`src/rtl/hsid_x_pkg.sv`:
```
// Shared types and constants for the HSI fetch sequencer and its address generator.
package hsid_x_pkg;

  typedef enum logic [2:0] {
    ST_IDLE      = 3'd0,
    ST_CHECK     = 3'd1,
    ST_CAP_START = 3'd2,
    ST_CAP_WAIT  = 3'd3,
    ST_LIB_START = 3'd4,
    ST_LIB_WAIT  = 3'd5,
    ST_DRAIN     = 3'd6,
    ST_FINISH    = 3'd7
  } hsid_x_fetch_state_t;

  localparam int unsigned BYTES_PER_WORD = 4;
  localparam int unsigned BANDS_PER_WORD = 2;

  // Words needed to hold a pixel; the odd trailing band occupies half a word.
  function automatic int unsigned words_for_bands(input int unsigned bands);
    return (bands + BANDS_PER_WORD - 1) / BANDS_PER_WORD;
  endfunction

endpackage

```
`src/rtl/hsid_x_fetch_addr_gen.sv`:
```
// Library burst address generator: latches base/stride/last index on load and
// steps one pixel per advance, flagging the final library pixel.
module hsid_x_fetch_addr_gen #(
  parameter int unsigned WORD_WIDTH = 32,
  parameter int unsigned IDX_WIDTH  = 12
) (
  input  logic                  clk,
  input  logic                  rst_n,
  input  logic                  load,
  input  logic                  advance,
  input  logic [WORD_WIDTH-1:0] base,
  input  logic [WORD_WIDTH-1:0] stride,
  input  logic [IDX_WIDTH-1:0]  last_idx,
  output logic [WORD_WIDTH-1:0] addr,
  output logic [IDX_WIDTH-1:0]  idx,
  output logic                  last
);

  logic [WORD_WIDTH-1:0] addr_q, addr_d;
  logic [WORD_WIDTH-1:0] stride_q, stride_d;
  logic [IDX_WIDTH-1:0]  idx_q, idx_d;
  logic [IDX_WIDTH-1:0]  last_idx_q, last_idx_d;
  logic                  last_q, last_d;

  always_comb begin
    addr_d     = addr_q;
    stride_d   = stride_q;
    idx_d      = idx_q;
    last_idx_d = last_idx_q;
    last_d     = last_q;
    if (load) begin
      addr_d     = base;
      stride_d   = stride;
      idx_d      = '0;
      last_idx_d = last_idx;
      last_d     = (last_idx == '0);
    end else if (advance) begin
      // Address wraps modulo 2^WORD_WIDTH by construction.
      addr_d = addr_q + stride_q;
      idx_d  = idx_q + IDX_WIDTH'(1);
      last_d = (idx_d == last_idx_q);
    end
  end

  always_ff @(posedge clk or negedge rst_n) begin
    if (!rst_n) begin
      addr_q     <= '0;
      stride_q   <= '0;
      idx_q      <= '0;
      last_idx_q <= '0;
      last_q     <= 1'b0;
    end else begin
      addr_q     <= addr_d;
      stride_q   <= stride_d;
      idx_q      <= idx_d;
      last_idx_q <= last_idx_d;
      last_q     <= last_d;
    end
  end

  assign addr = addr_q;
  assign idx  = idx_q;
  assign last = last_q;

endmodule

```
`src/rtl/hsid_x_fetch_seq.sv`:
```
// OBI burst reader sequencer: one burst for the captured pixel, then one burst
// per library pixel, with config validation and clear-driven abort/drain.
module hsid_x_fetch_seq
  import hsid_x_pkg::*;
#(
  parameter int unsigned WORD_WIDTH            = 32,
  parameter int unsigned HSI_BANDS             = 254,
  parameter int unsigned HSI_LIBRARY_SIZE      = 4095,
  parameter int unsigned HSI_BANDS_ADDR        = $clog2(HSI_BANDS),
  parameter int unsigned HSI_LIBRARY_SIZE_ADDR = $clog2(HSI_LIBRARY_SIZE)
) (
  input  logic                             clk,
  input  logic                             rst_n,
  input  logic                             start,
  input  logic                             clear,
  input  logic [HSI_BANDS_ADDR-1:0]        pixel_bands,
  input  logic [HSI_LIBRARY_SIZE_ADDR-1:0] library_size,
  input  logic [WORD_WIDTH-1:0]            captured_addr,
  input  logic [WORD_WIDTH-1:0]            library_addr,
  input  logic                             rd_ready,
  input  logic                             rd_done,
  output logic                             rd_start,
  output logic [WORD_WIDTH-1:0]            rd_addr,
  output logic [HSI_LIBRARY_SIZE_ADDR-1:0] rd_limit,
  output logic                             busy,
  output logic                             lib_phase,
  output logic [HSI_LIBRARY_SIZE_ADDR-1:0] pixel_idx,
  output logic                             done,
  output logic                             error
);

  localparam int unsigned WORDS_W = HSI_BANDS_ADDR + 1;

  hsid_x_fetch_state_t state_q, state_d;

  logic [HSI_BANDS_ADDR-1:0]        bands_q, bands_d;
  logic [HSI_LIBRARY_SIZE_ADDR-1:0] lib_size_q, lib_size_d;
  logic [WORD_WIDTH-1:0]            cap_addr_q, cap_addr_d;
  logic [WORD_WIDTH-1:0]            lib_addr_q, lib_addr_d;

  logic                             cfg_latch;
  logic                             gen_load;
  logic                             gen_advance;
  logic                             gen_last;
  logic [WORD_WIDTH-1:0]            gen_addr;
  logic [HSI_LIBRARY_SIZE_ADDR-1:0] gen_idx;

  logic [WORDS_W-1:0]               words;
  logic [WORD_WIDTH-1:0]            stride;
  logic [HSI_LIBRARY_SIZE_ADDR-1:0] last_idx;
  logic                             bands_too_big;
  logic                             lib_too_big;
  logic                             cfg_bad;

  // Upper-bound checks only exist when the port width can exceed the maximum.
  if (HSI_BANDS < (32'd1 << HSI_BANDS_ADDR) - 32'd1) begin : g_bands_chk
    assign bands_too_big = (bands_q > HSI_BANDS_ADDR'(HSI_BANDS));
  end else begin : g_bands_nochk
    assign bands_too_big = 1'b0;
  end

  if (HSI_LIBRARY_SIZE < (32'd1 << HSI_LIBRARY_SIZE_ADDR) - 32'd1) begin : g_lib_chk
    assign lib_too_big = (lib_size_q > HSI_LIBRARY_SIZE_ADDR'(HSI_LIBRARY_SIZE));
  end else begin : g_lib_nochk
    assign lib_too_big = 1'b0;
  end

  assign cfg_bad = (bands_q == '0) || bands_too_big ||
                   (lib_size_q == '0) || lib_too_big ||
                   (cap_addr_q[1:0] != 2'b00) || (lib_addr_q[1:0] != 2'b00);

  assign words    = WORDS_W'(words_for_bands(32'(bands_q)));
  assign stride   = WORD_WIDTH'(words) * WORD_WIDTH'(BYTES_PER_WORD);
  assign last_idx = lib_size_q - HSI_LIBRARY_SIZE_ADDR'(1);

  always_comb begin
    bands_d    = bands_q;
    lib_size_d = lib_size_q;
    cap_addr_d = cap_addr_q;
    lib_addr_d = lib_addr_q;
    if (cfg_latch) begin
      bands_d    = pixel_bands;
      lib_size_d = library_size;
      cap_addr_d = captured_addr;
      lib_addr_d = library_addr;
    end
  end

  always_comb begin
    state_d     = state_q;
    rd_start    = 1'b0;
    done        = 1'b0;
    error       = 1'b0;
    cfg_latch   = 1'b0;
    gen_load    = 1'b0;
    gen_advance = 1'b0;
    case (state_q)
      ST_IDLE: begin
        if (start && !clear) begin
          cfg_latch = 1'b1;
          state_d   = ST_CHECK;
        end
      end
      ST_CHECK: begin
        if (clear) begin
          state_d = ST_IDLE;
        end else if (cfg_bad) begin
          error   = 1'b1;
          state_d = ST_IDLE;
        end else begin
          state_d = ST_CAP_START;
        end
      end
      ST_CAP_START: begin
        if (clear) begin
          state_d = ST_IDLE;
        end else if (rd_ready) begin
          rd_start = 1'b1;
          state_d  = ST_CAP_WAIT;
        end
      end
      // A burst is in flight: clear must wait for its rd_done unless it lands now.
      ST_CAP_WAIT: begin
        if (clear) begin
          state_d = rd_done ? ST_IDLE : ST_DRAIN;
        end else if (rd_done) begin
          gen_load = 1'b1;
          state_d  = ST_LIB_START;
        end
      end
      ST_LIB_START: begin
        if (clear) begin
          state_d = ST_IDLE;
        end else if (rd_ready) begin
          rd_start = 1'b1;
          state_d  = ST_LIB_WAIT;
        end
      end
      ST_LIB_WAIT: begin
        if (clear) begin
          state_d = rd_done ? ST_IDLE : ST_DRAIN;
        end else if (rd_done) begin
          if (gen_last) begin
            state_d = ST_FINISH;
          end else begin
            gen_advance = 1'b1;
            state_d     = ST_LIB_START;
          end
        end
      end
      ST_DRAIN: begin
        if (rd_done) begin
          state_d = ST_IDLE;
        end
      end
      ST_FINISH: begin
        if (!clear) begin
          done = 1'b1;
        end
        state_d = ST_IDLE;
      end
      default: state_d = ST_IDLE;
    endcase
  end

  always_comb begin
    rd_addr = '0;
    case (state_q)
      ST_CAP_START: rd_addr = cap_addr_q;
      ST_LIB_START: rd_addr = gen_addr;
      default:      rd_addr = '0;
    endcase
  end

  assign busy      = (state_q != ST_IDLE);
  assign lib_phase = (state_q == ST_LIB_START) || (state_q == ST_LIB_WAIT) ||
                     (state_q == ST_FINISH);
  assign rd_limit  = HSI_LIBRARY_SIZE_ADDR'(words);
  assign pixel_idx = gen_idx;

  always_ff @(posedge clk or negedge rst_n) begin
    if (!rst_n) begin
      state_q    <= ST_IDLE;
      bands_q    <= '0;
      lib_size_q <= '0;
      cap_addr_q <= '0;
      lib_addr_q <= '0;
    end else begin
      state_q    <= state_d;
      bands_q    <= bands_d;
      lib_size_q <= lib_size_d;
      cap_addr_q <= cap_addr_d;
      lib_addr_q <= lib_addr_d;
    end
  end

  hsid_x_fetch_addr_gen #(
    .WORD_WIDTH (WORD_WIDTH),
    .IDX_WIDTH  (HSI_LIBRARY_SIZE_ADDR)
  ) u_addr_gen (
    .clk      (clk),
    .rst_n    (rst_n),
    .load     (gen_load),
    .advance  (gen_advance),
    .base     (lib_addr_q),
    .stride   (stride),
    .last_idx (last_idx),
    .addr     (gen_addr),
    .idx      (gen_idx),
    .last     (gen_last)
  );

endmodule

```
`config.mk`:
```
export PLATFORM = sky130hd
export DESIGN_NAME = hsid_x_fetch_seq
export DESIGN_NICKNAME = d
export VERILOG_FILES = /design/src/rtl/hsid_x_pkg.sv /design/src/rtl/hsid_x_fetch_addr_gen.sv /design/src/rtl/hsid_x_fetch_seq.sv
export SDC_FILE = /design/constraint.sdc
export NUM_CORES = 1
export LEC_CHECK = 0
export CAP_MARGIN = 0
export CORE_ASPECT_RATIO = 0.6
export CORE_MARGIN = 4
export CORE_UTILIZATION = 50
export DETAILED_ROUTE_END_ITERATION = 10
export GPL_TIMING_DRIVEN = 0
export PLACE_DENSITY = 0.77
export SYNTH_ARGS = -nofsm -noshare
export SYNTH_HDL_FRONTEND = slang
export SYNTH_SLANG_ARGS = --single-unit
```
`constraint.sdc`:
```
create_clock -name clk -period 6.95 [get_ports clk]
set_input_delay 0.695 -clock clk [delete_from_list [all_inputs] [get_ports clk]]
set_output_delay 0.695 -clock clk [all_outputs]
set_load 0.02 [all_outputs]
```
==> reports/metrics.csv <==
stage;metric;value;unit
setup_path;CP arrival;3.63;ns
synth;Cell variety after synth;69;
job;max_cap viols;0;
setup_path;r2r endpoint;u_addr_gen.addr[12];
finish;Nets;1050;
routing;final WL;24300;µm
power_and_ir_drop;Clock power frac;25.2;%
power_and_ir_drop;pwr dens;358;nW/µm²
synth;top cells by count, synth;152 x dfrtp_1, 86 x mux2_2, 76 x nand2_1;
synth;top-area cell type share of the netlist area;46.4;%
routing;number of DRC markers in iteration 0;830;
sta;final worst slack;2.62;ns
clock_network;Clock Sinks;152;
power_and_ir_drop;Comb pwr share;32.7;%
setup_path;source of the worst register-to-register timing path;u_addr_gen.addr[2];
sta;crit path time final;4.33;ns
sta;Slew @ Worst Pin;1.22;ns
setup_path;reg2reg setup slack;4.05;ns
sta;worst relative slew slack;18.1;%
clock_network;CTS H-Tree Depth;4;
floorplanning;core box area;15700;µm²
sta;FMAX;0.231;GHz
global_routing;vias in the first global route;6944;
synth;Post-synth ARST share;100;%
finish;area grow syn2layout;28.6;%
floorplanning;# IOs;151;
setup_path;crit-path most repeated cell;clkbuf_1;
floorplanning;Die Span X;173;µm
synth;Area contributors post-synth;dfrtp_1 46%, mux2_2 12%, a22o_1 3.6%, nand2_1 3.5%, xnor2_1 3.0%;
setup_path;CP Cell Sequence;clkbuf_1, nor3_1, clkbuf_1, a22o_1, clkdlybuf4s50_1;
setup_path;max incr delay on CP;1.01;ns
clock_network;root buffer cell;clkbuf_16;
global_routing;pin count of the biggest net entering global routing;95;
setup_path;CP endpoint kind;output pin;
global_routing;initial antenna violation count;0;
placed_design;worst slack, placed;3.18;ns
placed_design;cell total after placement;1129;
floorplanning;Die Height;107;µm
routing;DR WL/cell;20.9;µm
setup_path;Buf/Inv on CP;3;
global_routing;global-route wire length before repair;38200;µm
sta;final setup vio count;0;
synth;dominant synthesized flop cell;dfrtp_1;
setup_path;Crit path max-delay family;buffers and inverters;
clock_network;worst skew pair latency;0.42;ns
clock_network;CTS resizes;0;
synth;Yosys reg bits;152;
synth;post-synthesis cell area;8190;µm²
worst_hold_path;worst min-delay path category;in -> async;
sta;clock skew;0.0148;ns
placed_design;Post-Place Cell Area;9930;µm²
clock_network;CTS Buf Count;17;
clock_network;clock buffer depth;2;
floorplanning;initial core utilization;52.2;%
sta;sum of negative setup slack;0;ns
routing;TritonRoute pass-1 iters;8;
synth;Synth Instances;777;
clock_network;CTS tree;yes;
finish;final instance area;10500;µm²
clock_network;CTS Hold Bufs;0;
synth;Seq/Total Area, Yosys;46.4;%
synth;synthesized area per cell;10.5;µm²
setup_path;R2R cell count;9;
power_and_ir_drop;leak pwr;4.43;nW
routing;via count;7116;
finish;final cell count without fillers;1161;
finish;diode count;0;
setup_path;Worst Path Required;6.25;ns
global_routing;total global-route track usage;26.3;%
power_and_ir_drop;NetSw;0.00135;W
setup_path;crit path launch type;flip-flop;
sta;endpoints failing hold;0;
clock_network;post-CTS setup buffers;0;
setup_path;Critical-path top delay cell;nor3_1;
routing;vias per cell;6.13;
clock_network;clock-pin slew of the registers on the worst-case setup and hold paths;0.06;ns
sta;RSZ-0062 raised after global routing;no;
power_and_ir_drop;Sw Ratio;35.8;%
placed_design;GP Congestion;0.915;
synth;most frequent cell after synthesis;dfrtp_1;
sta;fin. max-slew vios;0;
synth;Yosys warnings;0;
floorplanning;die area;18600;µm²
power_and_ir_drop;P_int;0.00242;W
routing;antenna-violating nets left;0;
finish;Fill cells;1231;
routing;drt drc;0;
synth;number of flops mapped to enable cells by yosys;0;
floorplanning;FP Rows;35;
power_and_ir_drop;Peak supply drop;0.000270;V
synth;post-synth top area cell;dfrtp_1;
sta;period utilization;62.3;%
setup_path;Worst Path Max Fanout;10;
setup_path;Crit Path Class;reg -> out;
global_routing;total congestion overflow;0;
finish;ratio of cells with drive above 1 in the final layout;16.5;%
power_and_ir_drop;sequential share of power;42.1;%
outcome;status;finished, final reports clean;
placed_design;input/output buffers;145;
placed_design;hpwl dp;17700;µm
[power groups by stage]
stage | combinational (W) | sequential (W) | clock, W
2_1_floorplan | 0.000838 | 0.00148 | 0
3_3_place_gp | 0.00118 | 0.00158 | 0
3_5_place_dp | 0.00121 | 0.00159 | 0
4_1_cts | 0.00123 | 0.00158 | 0.000953
5_1_grt | 0.00135 | 0.00163 | 0.000999
6_report | 0.00123 | 0.00159 | 0.000950
[worst max-delay path by stage]
stage                             startpoint             endpoint  slack [ns]  cells after the start
after floorplan           u_addr_gen.addr[2]  u_addr_gen.addr[24]        4.54                      9
after global placement                 rst_n        lib_addr_q[9]       -0.98                      1
after detailed placement          state_q[1]          rd_addr[28]        3.18                      5
after CTS                         state_q[0]          rd_addr[28]        2.74                      5
after global routing              state_q[1]          rd_addr[28]        2.57                      5
final                             state_q[0]          rd_addr[28]        2.62                      5
[layout by cell type (no fill, tap or decap), types with 5 or more instances in the layout]
cell	synthesis	routed
nand2b_1	8	8
a21oi_1	14	14
nor3_1	11	11
xnor2_1	28	28
inv_6	0	5
and2_1	5	5
mux2_2	86	86
o21ai_0	41	41
nor2b_1	5	5
clkdlybuf4s50_1	0	144
a22oi_1	20	20
buf_4	7	7
o31ai_1	8	8
clkbuf_16	0	17
nand4_1	15	15
clkbuf_1	24	25
ha_1	14	14
and3_1	8	8
inv_1	12	12
buf_2	19	19
and4_1	6	6
a21o_1	11	11
o211ai_1	14	14
nand3_1	28	28
a22o_1	34	34
nand2_1	76	76
or4_1	9	9
nor2_1	32	32
xor2_1	11	11
nor4_1	6	6
dfrtp_1	152	152
[worst reg2reg max path, stage by stage (launching register included)]
cell and delay [ns]:
dfrtp_1 0.42, ha_1 0.26, fa_1 0.42, a21o_1 0.20
a21o_1 0.24, a2111oi_4 0.66, or2_1 0.20, buf_4 0.17
a21oi_1 0.10, o211ai_2 0.16
[through the flow]
stage	power [W]	hold slack (ns)	utilization (%)
6_report	0.00377	0.242	67.2
5_1_grt	0.00398	0.278	67.2
4_1_cts	0.00376	0.267	67.2
3_5_place_dp	0.00280	0.457	63.4
3_3_place_gp	0.00276	0.458	63.2
2_1_floorplan	0.00232	0.399	-
[kinds of logic after synthesis]
kind of cell	synth area share, %
compound gates	15.9
xor+xnor	4.17
fa+ha+maj	2.38
buf+inv	3.76
flops	46.4
mux	12.3
other cells	0.0458
simple gates	15.0
[metal layers]
| metal | share of wire [%] | global-route usage, % |
|---|---|---|
| met5 | 0 | 0 |
| met4 | 1.6 | 7.46 |
| met3 | 11 | 7.93 |
| met2 | 41 | 36.1 |
| met1 | 46 | 39.9 |
[state kept, by name (all words and copies together), names as in the netlist]
name and count:
bands_q 8, u_addr_gen.last_idx_q 12, u_addr_gen.addr 32, state_q 3, u_addr_gen.last 1, lib_addr_q 32, cap_addr_q 32, lib_size_q 12
u_addr_gen.stride_q 8, u_addr_gen.idx 12
[cell type report]
class | count | area [µm²] | share of cell area (%)
multi-input combinational | 560 | 4090 | 38.8
clock buffer | 19 | 443 | 4.20
buffer | 56 | 263 | 2.49
timing repair buffer | 146 | 1480 | 14.1
clock inverter | 13 | 156 | 1.48
inverter | 12 | 45.0 | 0.428
tap | 203 | 254 | 2.41
sequential | 152 | 3800 | 36.1
No activity file was read; power rests on OpenSTA's default activity.
